==> src/rtl/bcd_parity_monitor.sv <==
// Resynchronises and deglitches a ripple-counter BCD digit, commits stable legal digits
// and keeps even/odd tallies. Optional 7-segment output enabled by defining SEG7_EN.
module bcd_parity_monitor #(
    parameter int STABLE_CYCLES = 4,
    parameter int CNT_W         = 8
) (
    input  logic             clk,
    input  logic             rst,
    input  logic [3:0]       bcd_in,
    input  logic             en,
    input  logic             clr_cnt,
    input  logic             clr_err,
    output logic [3:0]       digit,
    output logic             digit_vld,
    output logic             is_even,
    output logic             is_odd,
    output logic             rollover,
    output logic [CNT_W-1:0] even_cnt,
    output logic [CNT_W-1:0] odd_cnt,
    output logic             illegal,
    output logic             err_sticky,
    output logic [1:0]       dbg_state
`ifdef SEG7_EN
    ,
    output logic [6:0]       seg_n
`endif
);

    localparam int SW = $clog2(STABLE_CYCLES + 1);
    localparam logic [SW-1:0] STAB_MAX  = SW'(STABLE_CYCLES);
    localparam logic [SW-1:0] STAB_LAST = SW'(STABLE_CYCLES - 1);

    typedef enum logic [1:0] {
        S_EMPTY  = 2'd0,
        S_SETTLE = 2'd1,
        S_HOLD   = 2'd2
    } state_t;

    state_t           state_q, state_d;
    logic [3:0]       sync1_q, sync2_q;
    logic [3:0]       cand_q, cand_d;
    logic [SW-1:0]    stab_q, stab_d;
    logic [3:0]       digit_q, digit_d;
    logic             have_q, have_d;
    logic             vld_q, roll_q, roll_d, ill_q, err_q, err_d;
    logic [CNT_W-1:0] even_q, even_d, odd_q, odd_d;
    logic             restart, ready, commit, illegal_evt;

    // Stability filter: restart on any change of the synced code, otherwise count up.
    always_comb begin
        cand_d  = cand_q;
        stab_d  = stab_q;
        restart = 1'b0;
        if (sync2_q != cand_q) begin
            cand_d  = sync2_q;
            stab_d  = SW'(1);
            restart = 1'b1;
        end else if (stab_q != STAB_MAX) begin
            stab_d = stab_q + SW'(1);
        end
    end

    // The >= keeps a legal candidate commit-ready while en is held low.
    assign ready = (sync2_q == cand_q) && (stab_q >= STAB_LAST);

    always_comb begin
        state_d     = state_q;
        commit      = 1'b0;
        illegal_evt = 1'b0;
        case (state_q)
            S_EMPTY: begin
                if (restart) state_d = S_SETTLE;
            end
            S_SETTLE: begin
                if (ready) begin
                    if (cand_q > 4'd9) begin
                        illegal_evt = 1'b1;
                        state_d     = have_q ? S_HOLD : S_EMPTY;
                    end else if (have_q && cand_q == digit_q) begin
                        state_d = S_HOLD;
                    end else if (en) begin
                        commit  = 1'b1;
                        state_d = S_HOLD;
                    end
                end
            end
            S_HOLD: begin
                if (restart) state_d = S_SETTLE;
            end
            default: state_d = S_EMPTY;
        endcase
    end

    always_comb begin
        digit_d = digit_q;
        have_d  = have_q;
        roll_d  = 1'b0;
        even_d  = even_q;
        odd_d   = odd_q;
        if (commit) begin
            digit_d = cand_q;
            have_d  = 1'b1;
            roll_d  = have_q && (digit_q == 4'd9) && (cand_q == 4'd0);
            if (cand_q[0]) begin
                if (!(&odd_q)) odd_d = odd_q + CNT_W'(1);
            end else begin
                if (!(&even_q)) even_d = even_q + CNT_W'(1);
            end
        end
        if (clr_cnt) begin
            even_d = '0;
            odd_d  = '0;
        end
        err_d = err_q;
        if (illegal_evt)  err_d = 1'b1;
        else if (clr_err) err_d = 1'b0;
    end

    always_ff @(posedge clk or posedge rst) begin
        if (rst) begin
            state_q <= S_EMPTY;
            sync1_q <= '0;
            sync2_q <= '0;
            cand_q  <= '0;
            stab_q  <= '0;
            digit_q <= '0;
            have_q  <= 1'b0;
            vld_q   <= 1'b0;
            roll_q  <= 1'b0;
            ill_q   <= 1'b0;
            err_q   <= 1'b0;
            even_q  <= '0;
            odd_q   <= '0;
        end else begin
            state_q <= state_d;
            sync1_q <= bcd_in;
            sync2_q <= sync1_q;
            cand_q  <= cand_d;
            stab_q  <= stab_d;
            digit_q <= digit_d;
            have_q  <= have_d;
            vld_q   <= commit;
            roll_q  <= roll_d;
            ill_q   <= illegal_evt;
            err_q   <= err_d;
            even_q  <= even_d;
            odd_q   <= odd_d;
        end
    end

    assign digit      = digit_q;
    assign digit_vld  = vld_q;
    assign is_even    = have_q && !digit_q[0];
    assign is_odd     = have_q && digit_q[0];
    assign rollover   = roll_q;
    assign even_cnt   = even_q;
    assign odd_cnt    = odd_q;
    assign illegal    = ill_q;
    assign err_sticky = err_q;
    assign dbg_state  = state_q;

`ifdef SEG7_EN
    // Active-low {g,f,e,d,c,b,a}; blank until the first commit.
    function automatic logic [6:0] seg_decode(input logic [3:0] d);
        logic [6:0] on;
        case (d)
            4'd0:    on = 7'h3F;
            4'd1:    on = 7'h06;
            4'd2:    on = 7'h5B;
            4'd3:    on = 7'h4F;
            4'd4:    on = 7'h66;
            4'd5:    on = 7'h6D;
            4'd6:    on = 7'h7D;
            4'd7:    on = 7'h07;
            4'd8:    on = 7'h7F;
            4'd9:    on = 7'h6F;
            default: on = 7'h00;
        endcase
        return ~on;
    endfunction

    logic [6:0] seg_q;

    always_ff @(posedge clk or posedge rst) begin
        if (rst)         seg_q <= 7'h7F;
        else if (commit) seg_q <= seg_decode(cand_q);
    end

    assign seg_n = seg_q;
`endif

endmodule

==> config.mk <==
export PLATFORM = sky130hd
export DESIGN_NAME = bcd_parity_monitor
export DESIGN_NICKNAME = d
export VERILOG_FILES = /design/src/rtl/bcd_parity_monitor.sv
export SDC_FILE = /design/constraint.sdc
export NUM_CORES = 1
export LEC_CHECK = 0
export CAP_MARGIN = 25
export CORE_UTILIZATION = 25
export DETAILED_ROUTE_END_ITERATION = 12
export GPL_ROUTABILITY_DRIVEN = 0
export GPL_TIMING_DRIVEN = 1
export PLACE_DENSITY = 0.48
export SYNTH_ARGS = -nofsm -noshare
export SYNTH_HDL_FRONTEND = slang
export SYNTH_SLANG_ARGS = --single-unit
==> constraint.sdc <==
create_clock -name clk -period 6.3 [get_ports clk]
set_clock_uncertainty 0.1 [all_clocks]
set_input_delay 1.26 -clock clk [delete_from_list [all_inputs] [get_ports clk]]
set_output_delay 1.26 -clock clk [all_outputs]
set_load 0.03 [all_outputs]
==> flow_summary_export.csv, run 1 <==
group,metric,value,unit
critical_path,cp_max_fo,16,
yosys,syn_area_per_cell,10.8,um^2
global_route,first_global_vias,1451,
global_route,track_usage,10.6,%
die,die_w,90.5,um
global_route,grt_pass1_wl,7.01,mm
clocking,cts_setup_buffers,0,
power,leakagePower,1.02,nW
clocking,root_buffer,"clkbuf_8",
timing,worstMarginPinSlew,0.716,ns
timing,fin_crit_sh,48.7,%
critical_path,ff2ff_setup_slack,3.46,ns
critical_path,r2r-end,"even_cnt[6]",
yosys,netlist_instances,181,
cells_and_area,drive_above_1_share,8.33,%
routing,wl_per_cell,12.9,um
clocking,cts_max_level,2,
routing,routed_via_density,4.66,
yosys,synth.distinct_cells,38,
cells_and_area,antennaDiodeCount,0,
yosys,netlist_area,1960,um^2
die,ios,37,
cells_and_area,multi_input_area,828,um^2
critical_path,cp-endpoint,"even_cnt[6]",
routing,vias,1467,
routing,finalWirelength,4.06,mm
cells_and_area,nFillCells,750,
timing,setup_viol,0,
global_route,antenna_found_initial,0,
clocking,clkTransAtPathRegs,0.08,ns
timing,slew_headroom,52.1,%
die,initial_utilization,26.4,%
clocking,clock_path_buffers,2,
timing,slew_violations,0,
timing,period_needed,3.07,ns
routing,drc,0,
critical_path,r2r-start,"cand_q[0]",
routing,drt_first_pass_iters,3,
cells_and_area,areaGrowthSynthToFinish,28.5,%
status,run_status,"completed",
flow_run,max_cap_viol_count,0,
critical_path,startpoint_type,"primary input",
routing,first_iter_violations,40,
worst_hold_path,hold_path_class,"flop to flop",
die,die_y,90.5,um
critical_path,worstSetupPathType,"primary input to flop",
yosys,synth_nets,195,
critical_path,critPathCaptureType,"flop",
clocking,clkSinkCount,42,
clocking,cts_buffers,5,
clocking,cts_tree,"built",
placement,portBuffers,36,
cells_and_area,ff_latch_area,1050,um^2
timing,fmax,326,MHz
clocking,clock_latency,0.29,ns
global_route,overflow,0,
yosys,yosysSeqAreaShare,53.7,%
power,ir_drop,0.0821,mV
timing,hold_viol,0,
critical_path,cp-startpoint,"en",
critical_path,worstRegToRegCells,5,
critical_path,cp.required,6.40,ns
routing,antenna_left,0,
placement,dpl.hpwl,2.79,mm
die,num_rows,31,
timing,setup_tns,0,ns
power,power_density,211,nW/um^2
timing,rsz0062_at_grt,"no",
yosys,yosys_warnings,0,
die,dieArea,8190,um^2
critical_path,crit_arrival,3.17,ns
clocking,holdBufCountCts,0,
clocking,cts.repair.resized,0,
global_route,grt_max_degree,43,
yosys,synth-seq-cells,42,
cells_and_area,fin_util,33.9,%
cells_and_area,final_net_count,229,
die,fp.coreArea,7410,um^2
stage by stage:
| stage | total power [W] | std cells | worst slack [ns] | cell area (um^2) | hold slack, ns |
|---|---|---|---|---|---|
| final | 0.000530 | 315 | 3.23 | 2510 | 0.253 |
| after CTS | 0.000542 | 315 | 3.25 | 2510 | 0.254 |
| after detailed placement | 0.000360 | 307 | 2.95 | 2420 | 0.236 |
| after floorplan | 0.000334 | 181 | 3.93 | 1960 | 0.231 |
| after global routing | 0.000558 | 315 | 3.09 | 2510 | 0.260 |
| after global placement | 0.000358 | 306 | 3.02 | 2410 | 0.231 |
state kept, by name, summed over array words and instances, names as in the netlist, 2 cells and up:
register and count:
cand_q 4, dbg_state 2, digit 4, even_cnt 8, odd_cnt 8, stab_q 3
sync1_q 4, sync2_q 4
cells in the final DEF, fill, tap and decap left out, types with 4 or more instances in the layout:
cell and instances:
dfrtp_1 42, clkdlybuf4s50_1 36, a21oi_1 14, nand3_1 10, inv_1 10, o31ai_1 10, or4_1 10, o21ai_0 7
clkbuf_8 6, xnor2_1 5, nand2_1 5, ha_1 5, nor2b_1 4, xor2_1 4, mux2_2 4, or3_1 4
kinds of logic after synthesis:
logic type,after synthesis,share of synthesized area (%)
AOI/OAI and AO/OA,41,12.7
xor gates and xnor gates,9,4.03
adders and majority gates,5,3.20
buffers and inverters,21,4.16
DFF,42,53.7
muxes,6,3.45
and+or+nand+nor,57,18.8
worst min path at each step:
stage | start | end | slack, ns | cells after the start
after global routing | sync1_q[2] | sync2_q[2] | 0.26 | 0
after CTS | sync1_q[0] | sync2_q[0] | 0.25 | 0
final | sync1_q[0] | sync2_q[0] | 0.25 | 0
after floorplan | sync1_q[0] | sync2_q[0] | 0.23 | 0
after global placement | sync1_q[3] | sync2_q[3] | 0.23 | 0
after detailed placement | sync1_q[0] | sync2_q[0] | 0.24 | 0
worst max-delay path, stage by stage:
cell and delay, ns:
clkdlybuf4s50_1 0.47, and2_1 0.19, nand4_1 0.45, or4_1 0.64, a21oi_1 0.16
layer usage:
layer	vias up	GRT usage (%)	part of all wire, %
li1	722	-	-
met1	717	14.1	50
met2	23	17.0	46
met3	5	2.86	3.7
met4	0	2.42	0.62
met5	-	0	0
where the power goes:
| group | total, W | internal (W) | switching (W) | leakage (nW) |
|---|---|---|---|---|
| registers | 0.000289 | 0.000279 | 0.00000990 | 0.548 |
| clock network | 0.000177 | 0.0000885 | 0.0000890 | 0.0482 |
| logic | 0.0000639 | 0.0000276 | 0.0000363 | 0.420 |
synth_stat cells:
cell | instances | share of area, %
a21boi_0 | 2 | 0.77
a21o_1 | 1 | 0.38
a21oi_1 | 14 | 3.6
a31oi_1 | 2 | 0.64
a41oi_1 | 1 | 0.45
and2_1 | 3 | 0.96
and3_1 | 3 | 0.96
and3b_1 | 1 | 0.45
and4_1 | 2 | 0.90
buf_1 | 1 | 0.19
buf_2 | 2 | 0.51
clkbuf_1 | 8 | 1.5
dfrtp_1 | 42 | 54
ha_1 | 5 | 3.2
inv_1 | 10 | 1.9
mux2_1 | 2 | 1.2
mux2_2 | 4 | 2.3
nand2_1 | 5 | 0.96
nand3_1 | 10 | 2.6
nand3b_1 | 1 | 0.38
nand4_1 | 3 | 0.96
nand4_2 | 1 | 0.64
nor2_1 | 3 | 0.58
nor2_2 | 1 | 0.32
nor2b_1 | 4 | 1.3
nor3_1 | 1 | 0.26
nor3b_1 | 2 | 0.77
nor4_1 | 1 | 0.32
nor4_4 | 1 | 1.1
o21ai_0 | 7 | 1.8
o21ai_1 | 3 | 0.77
o2bb2ai_1 | 1 | 0.45
o31ai_1 | 10 | 3.8
or2_2 | 1 | 0.32
or3_1 | 4 | 1.3
or4_1 | 10 | 3.8
xnor2_1 | 5 | 2.2
xor2_1 | 4 | 1.8
final cells by class:
class / instances / share of cell area (%)
Tap cell: 99 / 4.93
Clock buffer: 7 / 3.43
Sequential cell: 42 / 41.8
Clock inverter: 1 / 0.199
Timing Repair Buffer: 38 / 15.2
Multi-Input combinational cell: 118 / 32.9
Inverter: 10 / 1.49
Power figures use the tool's default switching activity.
==> run 2: changes to the inputs <==
==> constraint.sdc (replaced) <==
create_clock -name clk -period 2.95 [get_ports clk]
set_clock_uncertainty 0.1 [all_clocks]
set_input_delay 0.59 -clock clk [delete_from_list [all_inputs] [get_ports clk]]
set_output_delay 0.59 -clock clk [all_outputs]
set_load 0.03 [all_outputs]
==> flow_summary_export.csv, run 2 (same netlist as run 1, synthesis figures left out) <==
group,metric,value,unit
timing,slew_violations,0,
cells_and_area,final_net_count,231,
placement,dpl.hpwl,2.83,mm
die,initial_utilization,26.4,%
routing,first_iter_violations,66,
die,ios,37,
routing,drc,0,
status,run_status,"completed",
cells_and_area,areaGrowthSynthToFinish,29.8,%
cells_and_area,layout_common_cells,"42 x dfrtp_1, 36 x clkdlybuf4s50_1, 14 x a21oi_1",
clocking,clock_latency,0.30,ns
critical_path,cp.required,3.07,ns
die,die_w,90.5,um
cells_and_area,multi_input_area,828,um^2
clocking,cts_tree,"built",
timing,slew_headroom,58.7,%
die,die_y,90.5,um
clocking,clkTransAtPathRegs,0.08,ns
global_route,track_usage,10.6,%
cells_and_area,antennaDiodeCount,0,
die,num_rows,31,
global_route,grt_pass1_wl,6.96,mm
global_route,antenna_found_initial,0,
cells_and_area,final_common_cell,"dfrtp_1",
routing,antenna_left,0,
global_route,grt_max_degree,43,
power,power_density,473,nW/um^2
critical_path,worstSetupPathType,"flop to flop",
timing,fmax,418,MHz
die,dieArea,8190,um^2
clocking,cts_setup_buffers,0,
global_route,use_met2,16.2,%
cells_and_area,drive_above_1_share,9.63,%
cells_and_area,nFillCells,740,
clocking,cts.repair.resized,0,
routing,vias,1456,
global_route,grt_util_met3,3.62,%
power,ir_drop,0.189,mV
routing,drt_first_pass_iters,5,
flow_run,max_cap_viol_count,0,
cells_and_area,ff_latch_area,1050,um^2
clocking,cts_max_level,2,
clocking,root_buffer,"clkbuf_8",
global_route,grt.busiest_layer,"met2",
routing,wl_per_cell,13.2,um
timing,setup_tns,0,ns
worst_hold_path,hold_path_class,"flop to flop",
clocking,clock_path_buffers,2,
clocking,holdBufCountCts,0,
clocking,clkSinkCount,42,
critical_path,cp_max_fo,10,
timing,fin_ws,0.557,ns
timing,hold_viol,0,
placement,portBuffers,36,
critical_path,crit_arrival,2.52,ns
global_route,first_global_vias,1411,
global_route,overflow,0,
power,leakagePower,1.03,nW
timing,rsz0062_at_grt,"no",
critical_path,startpoint_type,"flop",
global_route,gr-usage-met1,14.3,%
clocking,cts_buffers,5,
timing,fin_crit_sh,81.1,%
routing,routed_via_density,4.59,
routing,finalWirelength,4.17,mm
timing,period_needed,2.39,ns
timing,worstMarginPinSlew,0.619,ns
timing,setup_viol,0,
placement,dp_slack,0.526,ns
critical_path,critPathCaptureType,"flop",
die,fp.coreArea,7410,um^2
-- run 2: worst max-delay path, cell delays in order (launching register included) --
cell and delay [ns]:
dfrtp_1 0.47, xor2_1 0.22, nor4_4 0.50, nand4_2 0.33, or4_1 0.55, a21oi_1 0.15
-- run 2: final cells by class --
class	count	area share (%)
Multi-Input combinational cell	118	32.6
Timing Repair Buffer	40	15.4
Sequential cell	42	41.4
Clock inverter	3	1.58
Clock buffer	5	2.71
Inverter	10	1.48
Tap cell	99	4.88
-- run 2: report_power, final --
part	leakage (nW)	switching (W)	internal, W
logic	0.427	0.0000782	0.0000587
registers	0.548	0.0000219	0.000596
clock network	0.0579	0.000199	0.000249
-- run 2: per-layer routing --
layer  wire length, um  share of wire [%]
met1              2110                 51
met2              1860                 45
met3               169                4.1
met4                29               0.70
met5                 0                  0
-- run 2: through the flow --
stage	std cells	cell area, um^2	power, W	utilization [%]	hold slack (ns)
after floorplan	181	1960	0.000713	-	0.231
after global placement	309	2430	0.000769	32.8	0.233
after detailed placement	309	2430	0.000769	32.8	0.236
after CTS	317	2540	0.00123	34.3	0.255
after global routing	317	2540	0.00127	34.3	0.261
final	317	2540	0.00120	34.3	0.253
-- run 2: worst paths after layout --
kind                            start     endpoint  slack (ns)  cells past startpoint
max                         cand_q[0]   odd_cnt[6]        0.56                      5
min reg2reg                sync1_q[3]   sync2_q[3]        0.25                      0
max in group asynchronous         rst   sync1_q[1]        1.74                      3
min                        sync1_q[3]   sync2_q[3]        0.25                      0
min in group asynchronous         rst  even_cnt[5]        0.63                      3
max reg2reg                 cand_q[0]   odd_cnt[6]        0.56                      5
